File: src/rtl/pipe_stage_buf.sv
// Elastic pipeline-stage register with a 2-entry skid buffer.
// The head (main) entry drives the outputs; the skid entry absorbs the one
// beat that can arrive while downstream stalls, so in_ready is a pure register.
// Bubbles present zero control (and optionally zero data) to the next stage.
module pipe_stage_buf #(
  parameter int CTRL_W    = 12,
  parameter int DATA_W    = 175,
  parameter int ZERO_DATA = 1,
  parameter int CNT_W     = 16
) (
  input  logic              clk,
  input  logic              rst,
  input  logic              flush,
  input  logic              in_valid,
  output logic              in_ready,
  input  logic [CTRL_W-1:0] in_ctrl,
  input  logic [DATA_W-1:0] in_data,
  output logic              out_valid,
  input  logic              out_ready,
  output logic [CTRL_W-1:0] out_ctrl,
  output logic [DATA_W-1:0] out_data,
  output logic [1:0]        occupancy,
  output logic [CNT_W-1:0]  bubble_cnt
);

  logic              main_vld_q, main_vld_d;
  logic              skid_vld_q, skid_vld_d;
  logic              in_ready_q;
  logic [CTRL_W-1:0] main_ctrl_q, main_ctrl_d;
  logic [CTRL_W-1:0] skid_ctrl_q, skid_ctrl_d;
  logic [DATA_W-1:0] main_data_q, main_data_d;
  logic [DATA_W-1:0] skid_data_q, skid_data_d;
  logic [CNT_W-1:0]  bubble_cnt_q, bubble_cnt_d;
  logic              accept;
  logic              rel;

  // Next-state for entries and bubble counter; flush wins over accept/release.
  always_comb begin
    accept       = in_valid & in_ready_q;
    rel          = main_vld_q & out_ready;
    main_vld_d   = main_vld_q;
    skid_vld_d   = skid_vld_q;
    main_ctrl_d  = main_ctrl_q;
    main_data_d  = main_data_q;
    skid_ctrl_d  = skid_ctrl_q;
    skid_data_d  = skid_data_q;
    bubble_cnt_d = bubble_cnt_q;

    if (flush) begin
      // Payload registers are left untouched so a held out_data survives.
      main_vld_d = 1'b0;
      skid_vld_d = 1'b0;
    end else if (rel) begin
      if (skid_vld_q) begin
        // in_ready is low whenever skid is full, so no accept can coincide.
        main_vld_d  = 1'b1;
        main_ctrl_d = skid_ctrl_q;
        main_data_d = skid_data_q;
        skid_vld_d  = 1'b0;
      end else if (accept) begin
        main_vld_d  = 1'b1;
        main_ctrl_d = in_ctrl;
        main_data_d = in_data;
      end else begin
        main_vld_d = 1'b0;
      end
    end else if (accept) begin
      if (!main_vld_q) begin
        main_vld_d  = 1'b1;
        main_ctrl_d = in_ctrl;
        main_data_d = in_data;
      end else begin
        skid_vld_d  = 1'b1;
        skid_ctrl_d = in_ctrl;
        skid_data_d = in_data;
      end
    end

    if (out_ready && !main_vld_q && (bubble_cnt_q != {CNT_W{1'b1}})) begin
      bubble_cnt_d = bubble_cnt_q + CNT_W'(1);
    end
  end

  // Control state: valid bits, registered ready and bubble counter.
  always_ff @(posedge clk) begin
    if (rst) begin
      main_vld_q   <= 1'b0;
      skid_vld_q   <= 1'b0;
      in_ready_q   <= 1'b1;
      bubble_cnt_q <= '0;
    end else begin
      main_vld_q   <= main_vld_d;
      skid_vld_q   <= skid_vld_d;
      in_ready_q   <= !skid_vld_d;
      bubble_cnt_q <= bubble_cnt_d;
    end
  end

  // Payload registers; head data only needs clearing when it is not masked.
  always_ff @(posedge clk) begin
    main_ctrl_q <= main_ctrl_d;
    skid_ctrl_q <= skid_ctrl_d;
    skid_data_q <= skid_data_d;
    if (rst && (ZERO_DATA == 0)) begin
      main_data_q <= '0;
    end else begin
      main_data_q <= main_data_d;
    end
  end

  assign in_ready   = in_ready_q;
  assign out_valid  = main_vld_q;
  assign out_ctrl   = main_vld_q ? main_ctrl_q : '0;
  assign out_data   = ((ZERO_DATA != 0) && !main_vld_q) ? '0 : main_data_q;
  assign occupancy  = {1'b0, main_vld_q} + {1'b0, skid_vld_q};
  assign bubble_cnt = bubble_cnt_q;

endmodule

File: config.mk
export PLATFORM = sky130hd
export DESIGN_NAME = pipe_stage_buf
export DESIGN_NICKNAME = d
export VERILOG_FILES = /design/src/rtl/pipe_stage_buf.sv
export SDC_FILE = /design/constraint.sdc
export NUM_CORES = 1
export LEC_CHECK = 0
export BUFFER_PORTS_ARGS = -buffer_cell sky130_fd_sc_hd__clkbuf_2
export CORE_MARGIN = 10
export CORE_UTILIZATION = 48
export CTS_CLUSTER_SIZE = 12
export DETAILED_ROUTE_END_ITERATION = 8
export PLACE_DENSITY = 0.77
export SETUP_SLACK_MARGIN = 0.15
export SLEW_MARGIN = 20
export SYNTH_ARGS = -nofsm -noshare
export SYNTH_HDL_FRONTEND = slang
export SYNTH_SLANG_ARGS = --single-unit
File: constraint.sdc
create_clock -name clk -period 18.7 [get_ports clk]
set_input_delay 0.935 -clock clk [delete_from_list [all_inputs] [get_ports clk]]
set_output_delay 0.935 -clock clk [all_outputs]
set_load 0.03 [all_outputs]
==> After elaboration in Yosys (flattened, before gate mapping) <==
Index checks and enable logic that the tools add are counted.
{ "op_classes": {"n_addsub": 2, "n_reduce_logical": 9, "mux": 20, "eq_ne": 2, "bitwise": 4} }
{ "op_table": {"columns": ["op", "n"], "rows": [
  ["$mux 175", 6],
  ["$mux 12", 6],
  ["$add 16x1->16 const B", 1],
  ["$ne 16x16->1 const B", 1],
  ["$mux 1", 8],
  ["$reduce_and 4->1", 2],
  ["$reduce_bool 2->1", 2],
  ["$add 1x1->2", 1],
  ["$and 1x1->1", 2],
  ["$logic_and 1x1->1", 2],
  ["$logic_not 1->1", 2],
  ["$ne 2x1->1 const B", 1],
  ["$not 1->1", 2],
  ["$reduce_or 2->1", 1]
]} }
{ "totals": {"elab_cells": 45, "regBits": 393, "inputBits": 192} }

==> Logic depth before layout (Yosys ltp) <==
Gate-level depths: netlist (run 1).
{ "logic_depth": {"depth_word": 5, "ltp_mapped": 6} }

==> Worst setup path after synthesis (run 1) <==
No wires, ideal clock.
{ "synth_timing": {"path_type": "input to register", "from": "in out_ready", "to": "reg skid_ctrl_q[0], enable pin", "t_arrival_ps": 18998, "cell_stages": 1, "path_slack_ps": -1511, "required_ps": 17487, "path_buffers": 0, "path_cell_list": "nor4_1"} }
{ "synth_via": {"elab_chain_len": 3} }
{ "synth_lines": {"columns": ["item", "line", "rtl"], "rows": [
  ["from (decl)", "19", "input logic out_ready,"],
  ["$and 1x1->1", "40", "rel = main_vld_q & out_ready;"],
  ["$not 1->1 (no line)", null, null],
  ["$reduce_and 4->1 (no line)", null, null],
  ["to (signal assigned)", "102", "skid_ctrl_q <= skid_ctrl_d;"],
  ["to (decl)", "30", "logic [CTRL_W-1:0] skid_ctrl_q, skid_ctrl_d;"]
]} }
Every way passes these cells.
A chain may end at the register's enable or synchronous reset.

==> Worst setup path in the final report (run 1) <==
{ "layout_timing": {"from": "reg main_vld_q (netlist: out_valid)", "to": "out out_data[8]"} }
{ "layout_via": {"elab_chain_len": 1} }
{ "layout_lines": {"columns": ["item", "line", "rtl"], "rows": [
  ["from (decl)", "26", "logic main_vld_q, main_vld_d;"],
  ["from (signal assigned)", "92", "main_vld_q <= main_vld_d;"],
  ["$mux 175", "114", "assign out_data = ((ZERO_DATA != 0) && !main_vld_q) ? '0 : main_data_q;"],
  ["to (decl)", "21", "output logic [DATA_W-1:0] out_data,"]
]} }
Every way passes these cells.

==> metrics, run 1 <==
first-pass GRT wire length 57.8 mm; FILL cells 2,507; Min-Delay Endpoint main_data_q[4]; Die ar. 0.0404 mm2; synth-to-layout area growth 23.6%; Crit Path Max Fanout 106; Final min period 3.80 ns; DR iter-0 viols 478; TritonCTS clock tree done; via count 9,155; main flop type after synthesis edfxtp_1; final setup fails 0; status finished, final reports clean; most frequent cells in the layout 398 x clkbuf_2, 374 x edfxtp_1, 191 x mux2_2; r2r setup slk 15.13 ns; Worst-path clk slew 0.06 ns; register area share after synthesis 73.9%; clock sinks 393; source of the worst hold timing path skid_data_q[4]; initial antenna violation count 7; net load switching power 0.389 mW; Worst R2R End main_data_q[154]; Worst Setup Path Type reg2out; Slew headroom 32.1%; number of max-cap violations 0; Post-Route WL 37.7 mm; worst-skew pair later-pin latency 0.52 ns; cell count after synthesis 915; WL per Instance 21.0 um; fin nets 1,515; Setup TNS 0 ns; crit path max-delay cell type dfxtp_4; hold buffer count at cts 0; I/O pins 399; post-layout util 59.9%; total CTS buffers 41; drt drc 0; Die Y 201 um; core area 0.0325 mm2; largest net degree at the start of global routing 107; ANT nets after route 0; gr usage total 18.1%; pwr dens 95.8 mW/mm2; Critical Path RT 17.77 ns; worst hold path class reg2reg; H-tree levels 2; CTS resizes 0; drt pass-1 iters 7; fraction of layout cells with a size suffix above 1 48.8%; Seq pwr share 53.5%; post-CTS setup buffer count 0; switch share 20.9%; Max VDD drop 0.0855 mV; crit path capture type output pin; Root Driver clkbuf_16; Leak 7.50 nW; Clock Skew 0.0153 ns; Fin. Hold Viols 0; max incr delay on CP 0.85 ns; Final Cycle Share 20.3%; buffer and inverter count on the worst path 2; fin. max-slew vios 0; Worst Max-Slew Pin Slew 1.02 ns; fmax 0.263 GHz; via-per-instance ratio 5.10; PortBufs 398; initial cell density of the core 48.4%; Logic pwr share 6.0%; Synth cell types 35; #FFs+latches synth 393; async set-or-reset flop fraction in the synthesized netlist 0%; CP Data Arrival Time 2.87 ns; Yosys Warn Count 0; routability congestion estimate 0.790; FF-to-FF path depth 4; Hold Crit Depth 1; internal power 1.47 mW; most common cell after layout, fill and taps aside clkbuf_2; vias in the first global route 9,881; CTS Buffer Depth 3; Clk pwr share 40.4%; family with the most delay on the worst path buffers and inverters; critical path, cell by cell buf_4, and2_1, clkbuf_2; die span in x 201 um; Setup crit start kind register; Mapped Area 0.0157 mm2; Post-synth EDFFs 374; Rows 66; unrepaired setup endpoints after global routing no; reg-to-reg critical path startpoint out_valid; syn_area_per_cell 17.2 um2; hpwl dp 26.0 mm; syn nets 1,110; grt total ovfl 0
-- synthesized netlist by cell type (2+ instances only) --
| cell | count | area, um2 |
|---|---|---|
| nor3_1 | 7 | 35.0 |
| nand4_1 | 4 | 25.0 |
| mux2_2 | 191 | 2150 |
| o31ai_1 | 4 | 30.0 |
| a21oi_1 | 6 | 30.0 |
| or4_1 | 2 | 15.0 |
| ha_1 | 3 | 37.5 |
| nor2_1 | 8 | 30.0 |
| nor2b_1 | 4 | 25.0 |
| or3_1 | 2 | 12.5 |
| clkbuf_1 | 30 | 113 |
| o21ai_0 | 7 | 35.0 |
| a211oi_1 | 4 | 30.0 |
| nor4_1 | 6 | 37.5 |
| edfxtp_1 | 374 | 11200 |
| and2_1 | 188 | 1180 |
| nand2b_1 | 2 | 12.5 |
| inv_1 | 8 | 30.0 |
| buf_2 | 15 | 75.1 |
| nand3_1 | 8 | 40.0 |
| dfxtp_1 | 19 | 380 |
| nand2_1 | 10 | 37.5 |
-- cells by family after synthesis --
family	share of synthesized area [%]
compound gates	0.963
simple gates	9.82
fa+ha+maj	0.239
flops	73.9
buf+inv	1.38
mux	13.7
-- power groups by stage --
stage / registers, mW / logic [mW] / clock network (mW)
4_1_cts: 0.997 / 0.114 / 0.772
5_1_grt: 0.999 / 0.122 / 0.808
2_1_floorplan: 1.02 / 0.0629 / 0
6_report: 0.997 / 0.112 / 0.753
3_5_place_dp: 1.02 / 0.113 / 0
3_3_place_gp: 1.01 / 0.111 / 0
-- worst reg2reg max path, stage by stage (launching register included) --
cell and delay, ns:
dfxtp_4 0.57, buf_4 0.51, a221oi_4 0.57, buf_4 0.66, buf_4 0.82
-- stage by stage --
| step | instance area [um2] | total power [mW] | instances | hold WS [ns] | worst slack [ns] |
|---|---|---|---|---|---|
| 6_report | 19400 | 1.86 | 1795 | 0.540 | 14.90 |
| 4_1_cts | 19400 | 1.88 | 1789 | 0.545 | 14.85 |
| 2_1_floorplan | 15700 | 1.09 | 915 | 0.525 | 2.63 |
| 5_1_grt | 19400 | 1.93 | 1794 | 0.555 | 14.62 |
| 3_3_place_gp | 18200 | 1.13 | 1719 | 0.482 | 15.20 |
| 3_5_place_dp | 18200 | 1.13 | 1719 | 0.520 | 15.16 |
-- metal layers --
metal  global-route usage [%]  routed length, um  up-vias
met4                     5.03                743        2
met5                        0                  8        -
met1                     22.3              15200     4533
met2                     29.9              18600      331
li1                         -                  -     4237
met3                     6.02               3090       52
-- state kept, by name, summed over array words and instances, names as in the netlist --
signal	flops
bubble_cnt	16
in_ready	1
main_ctrl_q	12
main_data_q	175
out_valid	1
skid_ctrl_q	12
skid_data_q	175
skid_vld_q	1
-- area by class of cell --
class | count | area, um2 | share of cell area, %
flip-flops and latches | 393 | 11600 | 59.8
diodes | 6 | 15.0 | 0.0772
inverters | 8 | 30.0 | 0.154
repair buffers | 407 | 2060 | 10.6
well taps | 442 | 553 | 2.85
clock buffers | 63 | 1160 | 5.97
clock inverters | 7 | 67.6 | 0.348
multi-input cells | 469 | 3940 | 20.3
-- worst max path at each step --
stage	slack [ns]	cells past startpoint	endpoint	start
finish	14.90	3	out_data[8]	out_valid
global route	14.62	3	out_data[8]	out_valid
CTS	14.85	3	out_data[106]	out_valid
detailed placement	15.16	4	main_data_q[125]	out_valid
global placement	15.20	4	main_data_q[102]	out_valid
floorplan	2.63	4	main_ctrl_q[0]	out_valid
Power figures use the tool's default switching activity.
==> inputs of run 2 (changes only) <==
- ABC_AREA: not set -> 1
- CORE_UTILIZATION: 48 -> 53
- PLACE_DENSITY: 0.77 -> 0.8
- clock period: 18.7 -> 3.5 ns (I/O delays scaled with it)
==> run 2 against run 1 <==
  * Worst hold slack worse by 0.47 ns
  * Critical path type unchanged
  * Clock power grew to 5.2 times the previous value
  * Sequential cell count stayed put
==> metrics, run 2 <==
H-tree levels 2 (unchanged); Synth area leaders edfxtp_1 70%, mux2_2 11%, nand2_1 5.6%, inv_1 4.9%, dfxtp_1 2.4% (was edfxtp_1 71%, mux2_2 14%, and2_1 7.5%, dfxtp_1 2.4%, clkbuf_1 0.72%); Logic pwr share 8.1% (was 6.0%); routability congestion estimate 0.865 (was 0.790); initial cell density of the core 54.0% (was 48.4%); Worst-path clk slew 0.06 ns (about the same); Fin Hold WS 0.0682 ns (was 0.540 ns); Design Area, Final 0.0216 mm2 (was 0.0194 mm2); Non-Filler Instances 2,173 (was 1,795); r2r setup slk 1.49 ns (was 15.13 ns); Worst Setup Path Type reg2out (unchanged); Setup TNS 0 ns (unchanged); syn nets 1,351 (was 1,110); fraction of layout cells with a size suffix above 1 35.3% (was 48.8%); family with the most delay on the worst path buffers and inverters (unchanged); via-per-instance ratio 5.07 (was 5.10); first-pass GRT wire length 66.6 mm (was 57.8 mm); PortBufs 398 (unchanged); buffer and inverter count on the worst path 3 (was 2); Post-Route WL 43.2 mm (was 37.7 mm); FILL cells 1,812 (was 2,507); register area share after synthesis 72.2% (was 73.9%); Synth cell types 28 (was 35); pwr dens 466 mW/mm2 (was 95.8 mW/mm2); WL per Instance 19.9 um (was 21.0 um); Commonest cells post-synth 374 x edfxtp_1, 239 x nand2_1, 209 x inv_1 (was 374 x edfxtp_1, 191 x mux2_2, 188 x and2_1); Final min period 2.35 ns; critical path, cell by cell buf_12, nand2_1, inv_1, clkbuf_2 (was buf_4, and2_1, clkbuf_2); Die Y 194 um (was 201 um); Worst Max-Slew Pin Slew 0.899 ns (was 1.02 ns); synth-to-layout area growth 34.4% (was 23.6%); net load switching power 2.21 mW (was 0.389 mW); fin nets 1,950 (was 1,515); gr usage total 21.9% (was 18.1%); fmax 0.426 GHz; Yosys Warn Count 0 (unchanged); total power 10.1 mW (was 1.86 mW); status finished, final reports clean (unchanged); via count 11.0k (was 9,155); TritonCTS clock tree done (unchanged); Leak 9.71 nW (was 7.50 nW); drt pass-1 iters 4 (was 7); Root Driver clkbuf_16 (unchanged); cell count after synthesis 1,156 (was 915); DP Worst Slack 1.52 ns (was 15.16 ns); Max VDD drop 0.510 mV (was 0.0855 mV); #FFs+latches synth 393 (unchanged); DR iter-0 viols 797 (was 478); CTS resizes 0 (unchanged); worst-skew pair later-pin latency 0.52 ns (about the same); worst hold path class in2reg (was reg2reg); Post-synth EDFFs 374 (unchanged); largest net degree at the start of global routing 190 (was 107); # placed instances 1,913 (was 1,719); Fin. Hold Viols 0 (unchanged); post-layout util 72.5% (was 59.9%); Crit Path Max Fanout 189 (was 106); internal power 7.86 mW (was 1.47 mW); total CTS buffers 41 (unchanged); Rows 63 (was 66); I/O pins 399 (unchanged); async set-or-reset flop fraction in the synthesized netlist 0% (unchanged); switch share 21.9% (was 20.9%); crit path capture type output pin (unchanged); grt total ovfl 0 (unchanged); Mapped Area 0.0161 mm2 (was 0.0157 mm2); fin. max-slew vios 0 (unchanged); final setup fails 0 (unchanged); Setup crit start kind register (unchanged); clock sinks 393 (unchanged); Slew headroom 40.1% (was 32.1%); most common cell after layout, fill and taps aside clkbuf_2 (unchanged); Yosys top cell area share 69.9% (was 71.4%); ANT nets after route 0 (unchanged); most frequent cells in the layout 398 x clkbuf_2, 374 x edfxtp_1, 239 x nand2_1 (was 398 x clkbuf_2, 374 x edfxtp_1, 191 x mux2_2); most frequent cell after synthesis edfxtp_1 (unchanged); post-synth top area cell edfxtp_1 (unchanged); die span in x 194 um (was 201 um); syn_area_per_cell 13.9 um2 (was 17.2 um2); Critical Path RT 3.32 ns (was 17.77 ns); number of max-cap violations 0 (unchanged); Clock Skew 0.0120 ns (was 0.0153 ns); initial antenna violation count 7 (unchanged); drt drc 0 (unchanged); placed instance area 0.0185 mm2 (was 0.0182 mm2); CTS Buffer Depth 3 (unchanged); Clk pwr share 39.2% (was 40.4%); Final Cycle Share 67.1%; crit path max-delay cell type buf_12 (was dfxtp_4); core area 0.0298 mm2 (was 0.0325 mm2); unrepaired setup endpoints after global routing no (unchanged); vias in the first global route 11.8k (was 9,881); CP Data Arrival Time 2.17 ns (was 2.87 ns); max incr delay on CP 0.55 ns (was 0.85 ns); main flop type after synthesis edfxtp_1 (unchanged); Seq pwr share 52.6% (was 53.5%); Setup WS post-layout 1.15 ns (was 14.90 ns); hpwl dp 26.1 mm (was 26.0 mm); Die ar. 0.0377 mm2 (was 0.0404 mm2)
run 2: per-layer routing:
layer  vias up  global-route usage (%)  routed length, um
met4         2                    7.41               1170
met2       554                    38.3              22700
met3        88                    5.86               3570
met5         -                       0                 12
li1       5094                       -                  -
met1      5282                    25.6              15700
run 2: cell type report:
type / instances / area [um2] / share of cell area, %
diodes: 6 / 15.0 / 0.0695
clock buffers: 53 / 1110 / 5.15
clock inverters: 12 / 57.6 / 0.266
inverters: 211 / 795 / 3.68
multi-input cells: 510 / 3460 / 16.0
flip-flops and latches: 393 / 11600 / 53.8
well taps: 390 / 488 / 2.26
repair buffers: 598 / 4050 / 18.8
run 2: cells by family after synthesis:
logic type	share of synthesized area, %
AO/OA/AOI/OAI	0.436
XOR/XNOR	0.218
adder cells (fa/ha/maj)	0.233
buffers and inverters	6.40
flip-flops	72.2
multiplexers	13.1
AND/OR/NAND/NOR	7.40
run 2: tightest hold or removal path: cells and delay by family:
| family | cells | cell delay (ns) |
|---|---|---|
| buffers and inverters | 1 | 0.10 |
| and+or+nand+nor | 1 | 0.14 |
| AOI/OAI and AO/OA | 1 | 0.12 |
run 2: repair_timing:
| item | 4_1_cts | 5_1_grt |
|---|---|---|
| endpoints found under the hold margin | 362 | 0 |
| buffers inserted | 0 | 0 |
| hold buffers | 189 | 0 |
run 2: power groups by stage:
stage	registers, mW	logic (mW)	clock network, mW
detailed placement	5.39	0.626	0
CTS	5.30	0.808	3.96
global placement	5.39	0.608	0
global route	5.31	0.880	4.18
finish	5.30	0.818	3.95
floorplan	5.41	0.342	0
run 2: worst paths after layout:
check                        from               to  cells past startpoint
setup reg to reg        out_valid  skid_data_q[21]                      3
setup / recovery        out_valid    out_data[100]                      4
hold / removal           in_valid        out_valid                      3
hold reg to reg   skid_data_q[65]  main_data_q[65]                      1
